File: src/rtl/ctrl.sv
// Viterbi datapath sequencer: per symbol it strobes branch-metric, ACS and
// survivor-write stages, then runs a fixed-length traceback once per frame.
module ctrl #(
  parameter int FRAME_LEN = 4,
  parameter int TB_LEN    = 4
) (
  input  logic clk,
  input  logic rst,
  input  logic en,
  output logic en_brch,
  output logic en_add,
  output logic en_mem,
  output logic en_tbck
);

  localparam int SYM_W = (FRAME_LEN > 1) ? $clog2(FRAME_LEN) : 1;
  localparam int TB_W  = (TB_LEN > 1) ? $clog2(TB_LEN) : 1;
  localparam logic [SYM_W-1:0] SYM_LAST = SYM_W'(FRAME_LEN - 1);
  localparam logic [TB_W-1:0]  TB_LAST  = TB_W'(TB_LEN - 1);

  typedef enum logic [2:0] {
    IDLE = 3'd0,
    BRCH = 3'd1,
    ADD  = 3'd2,
    MEM  = 3'd3,
    TBCK = 3'd4
  } state_e;

  state_e           state_q, state_d;
  logic [SYM_W-1:0] sym_cnt_q, sym_cnt_d;
  logic [TB_W-1:0]  tb_cnt_q, tb_cnt_d;
  logic             en_brch_q, en_brch_d;
  logic             en_add_q, en_add_d;
  logic             en_mem_q, en_mem_d;
  logic             en_tbck_q, en_tbck_d;

  // Strobes are the registered one-hot decode of the state being entered,
  // so a paused cycle (en=0) forces every strobe low while state holds.
  always_comb begin
    state_d   = state_q;
    sym_cnt_d = sym_cnt_q;
    tb_cnt_d  = tb_cnt_q;
    en_brch_d = 1'b0;
    en_add_d  = 1'b0;
    en_mem_d  = 1'b0;
    en_tbck_d = 1'b0;
    if (en) begin
      unique case (state_q)
        IDLE: state_d = BRCH;
        BRCH: state_d = ADD;
        ADD:  state_d = MEM;
        MEM: begin
          if (sym_cnt_q == SYM_LAST) begin
            state_d   = TBCK;
            sym_cnt_d = '0;
            tb_cnt_d  = '0;
          end else begin
            state_d   = BRCH;
            sym_cnt_d = sym_cnt_q + SYM_W'(1);
          end
        end
        TBCK: begin
          if (tb_cnt_q == TB_LAST) begin
            state_d  = IDLE;
            tb_cnt_d = '0;
          end else begin
            tb_cnt_d = tb_cnt_q + TB_W'(1);
          end
        end
        default: state_d = IDLE;
      endcase
      en_brch_d = (state_d == BRCH);
      en_add_d  = (state_d == ADD);
      en_mem_d  = (state_d == MEM);
      en_tbck_d = (state_d == TBCK);
    end
  end

  always_ff @(posedge clk) begin
    if (rst) begin
      state_q   <= IDLE;
      sym_cnt_q <= '0;
      tb_cnt_q  <= '0;
      en_brch_q <= 1'b0;
      en_add_q  <= 1'b0;
      en_mem_q  <= 1'b0;
      en_tbck_q <= 1'b0;
    end else begin
      state_q   <= state_d;
      sym_cnt_q <= sym_cnt_d;
      tb_cnt_q  <= tb_cnt_d;
      en_brch_q <= en_brch_d;
      en_add_q  <= en_add_d;
      en_mem_q  <= en_mem_d;
      en_tbck_q <= en_tbck_d;
    end
  end

  assign en_brch = en_brch_q;
  assign en_add  = en_add_q;
  assign en_mem  = en_mem_q;
  assign en_tbck = en_tbck_q;

endmodule

File: config.mk
export PLATFORM = sky130hd
export DESIGN_NAME = ctrl
export DESIGN_NICKNAME = d
export VERILOG_FILES = /design/src/rtl/ctrl.sv
export SDC_FILE = /design/constraint.sdc
export NUM_CORES = 1
export LEC_CHECK = 0
export ABC_AREA = 1
export CORE_AREA = 10 10 47 49
export DETAILED_ROUTE_END_ITERATION = 8
export DIE_AREA = 0 0 57 59
export MAX_ROUTING_LAYER = met4
export PLACE_DENSITY = 0.68
export REMOVE_ABC_BUFFERS = 1
export SKIP_LAST_GASP = 1
export SYNTH_ARGS = -nofsm -noshare
export SYNTH_HDL_FRONTEND = slang
export SYNTH_SLANG_ARGS = --single-unit
export TNS_END_PERCENT = 50
File: constraint.sdc
create_clock -name clk -period 2.42 [get_ports clk]
set_input_delay 0.484 -clock clk [delete_from_list [all_inputs] [get_ports clk]]
set_output_delay 0.484 -clock clk [all_outputs]
set_load 0.01 [all_outputs]
==> results.tsv <==
metric	value	unit
status	finished clean	
critical path cell sequence	clkdlybuf4s50_1	
part of the cycle the worst path needs	65.4	%
antenna viol nets, final	0	
Root Buffer	clkbuf_4	
Final #Nets	79	
diodes inserted	0	
most numerous cell in the Yosys netlist	nand2_1	
PwrDens	601	mW/mm2
skew final	0.00231	ns
antenna violations before repair	0	
VDD IR-drop max	0.000242	V
mapped cell area	467	um2
grt total ovfl	0	
Num CTS Buffers	3	
CTS tree	yes	
vias in the first global route	395	
core footprint	0.00140	mm2
Worst setup EP type	output pin	
Die Area	0.00336	mm2
post-DP HPWL	647	um
Clock Path Buffers	2	
Period minus WS final	1.58	ns
Via density	4.87	
Die X-Extent	57	um
Hold Buf Count CTS	0	
Setup CP Type	reg2out	
LEAKAGE	0.257	nW
total track usage	5.76	%
async set-or-reset flop fraction in the synthesized netlist	0	%
worst-path fanout max	1	
# setup viols final	0	
starting density of the core	33.3	%
Yosys top cell area share	47.2	%
Ys Warns	0	
Tightest Pin Transition	0.231	ns
sequential power share	55.9	%
Hold Path Class	reg2reg	
Startpoint Class	flip-flop	
first-pass GRT wire length	1490	um
Critical Path Max Stage Delay	0.53	ns
IO buf count	6	
sw frac	23.0	%
library cells used by synthesis	15	
number of synthesized flops with an enable pin	0	
# rows	14	
Slew HR	84.6	%
drt wl/cell	9.07	um
syn avg cell area	7.41	um2
Net Sw Power	0.0791	mW
gate count of the mapped netlist	63	
f_max	632	MHz
commonest cells in the netlist	nand2_1 (14), dfxtp_1 (11), nor2_1 (8), inv_1 (6), inv_2 (5)	
ys flop type	dfxtp_1	
Pins Over Slew Limit	0	
area grow syn2layout	22.8	%
combinational share of power	9.2	%
Max-Cap Viols	0	
WP data required	1.94	ns
top cells by area, synth	dfxtp_1 (47%), nand2_1 (11%), nor2_1 (6.4%)	
CP delay by family, top	buffers and inverters	
Starting DRT DRC Count	4	
Hold Slack	0.459	ns
Initial DRT Pass Iterations	4	
Fin Setup TNS	0	ns
gpl congestion	0.862	
final hold vios	0	
CP max stage cell	clkdlybuf4s50_1	
largest area contributor in the netlist	dfxtp_1	
Clk pin slew, worst setup/hold paths	0.06	ns
post-synthesis sequential area ratio	47.2	%
H-Tree Depth	1	
Die H	59	um
Synth Register Bits	11	
CTS Sinks	11	
share of cells above drive strength 1	15.1	%
Buf+Inv Stages, Crit Path	1	
drt drc	0	
Clk pwr share	34.9	%
DR vias	433	
PostCTS Resize Cnt	0	
RSZ-0062 raised after global routing	no	
total routed wirelength	807	um
Post CTS Setup Buffer Count	0	
largest net degree at the start of global routing	9	
I/O pin count	7	
Skew-Pair Late Insertion Delay	0.26	ns
Power Internal	0.265	mW
crit path DAT	1.10	ns
power groups by stage:
stage	Combinational, mW	Clock [mW]	Sequential [mW]
final	0.0316	0.120	0.192
after detailed placement	0.0319	0	0.196
after global routing	0.0356	0.136	0.193
after CTS	0.0319	0.127	0.192
after global placement	0.0316	0	0.196
after floorplan	0.0182	0	0.197
per-layer routing:
metal	vias up	GRT usage [%]	part of all wire, %
met3	6	2.79	8.7
li1	224	-	-
met2	19	7.44	37
met5	-	-	0
met4	0	4.70	3.3
met1	184	6.49	50
layout make-up:
type	instances	area, um2
Clock buffer	4	26.3
Fill cell	156	828
Inverter	11	41.3
Multi-Input combinational cell	41	205
Sequential cell	11	220
Tap cell	16	20.0
Timing Repair Buffer	6	60.1
registers in the layout, summed over array words and instances, names as in the netlist:
| name | flops |
|---|---|
| state_q | 3 |
| en_mem | 1 |
| sym_cnt_q | 2 |
| tb_cnt_q | 2 |
| en_tbck | 1 |
| en_brch | 1 |
| en_add | 1 |
logic make-up (layout without fill, tap and decap cells):
family / Yosys count / after routing / synth area share (%)
flops: 11 / 11 / 47.2
fa+ha+maj: 2 / 2 / 5.36
compound gates: 9 / 9 / 10.7
simple gates: 30 / 30 / 27.9
buf+inv: 11 / 21 / 8.85
cell usage in the layout, fill, tap and decap left out, drive strengths merged:
| cell type | netlist | layout |
|---|---|---|
| a21oi | 3 | 3 |
| dfxtp | 11 | 11 |
| nand2 | 15 | 15 |
| ha | 2 | 2 |
| nand4 | 4 | 4 |
| inv | 11 | 11 |
| clkdlybuf4s50 | 0 | 6 |
| nor2 | 8 | 8 |
| o22ai | 1 | 1 |
| o21ai | 5 | 5 |
| or2 | 1 | 1 |
| nand3 | 2 | 2 |
| clkbuf | 0 | 4 |
final timing paths:
kind	depth (start not counted)	start	slack, ns	end
worst max register to register	6	sym_cnt_q[0]	1.35	tb_cnt_q[0]
worst min-delay path	2	sym_cnt_q[1]	0.46	sym_cnt_q[1]
worst min register to register	2	sym_cnt_q[1]	0.46	sym_cnt_q[1]
worst max-delay path	1	en_add	0.84	en_add
per-stage QoR:
step / cell area [um2] / utilization [%] / power [mW] / instances / setup slack (ns)
floorplan: 467 / - / 0.215 / 63 / 1.44
global placement: 547 / 39.0 / 0.228 / 85 / 0.874
detailed placement: 547 / 39.0 / 0.228 / 85 / 0.849
CTS: 573 / 40.9 / 0.351 / 89 / 0.818
global route: 573 / 40.9 / 0.365 / 89 / 0.770
finish: 573 / 40.9 / 0.344 / 89 / 0.838
Note: power is estimated with default switching activity, not from simulation.
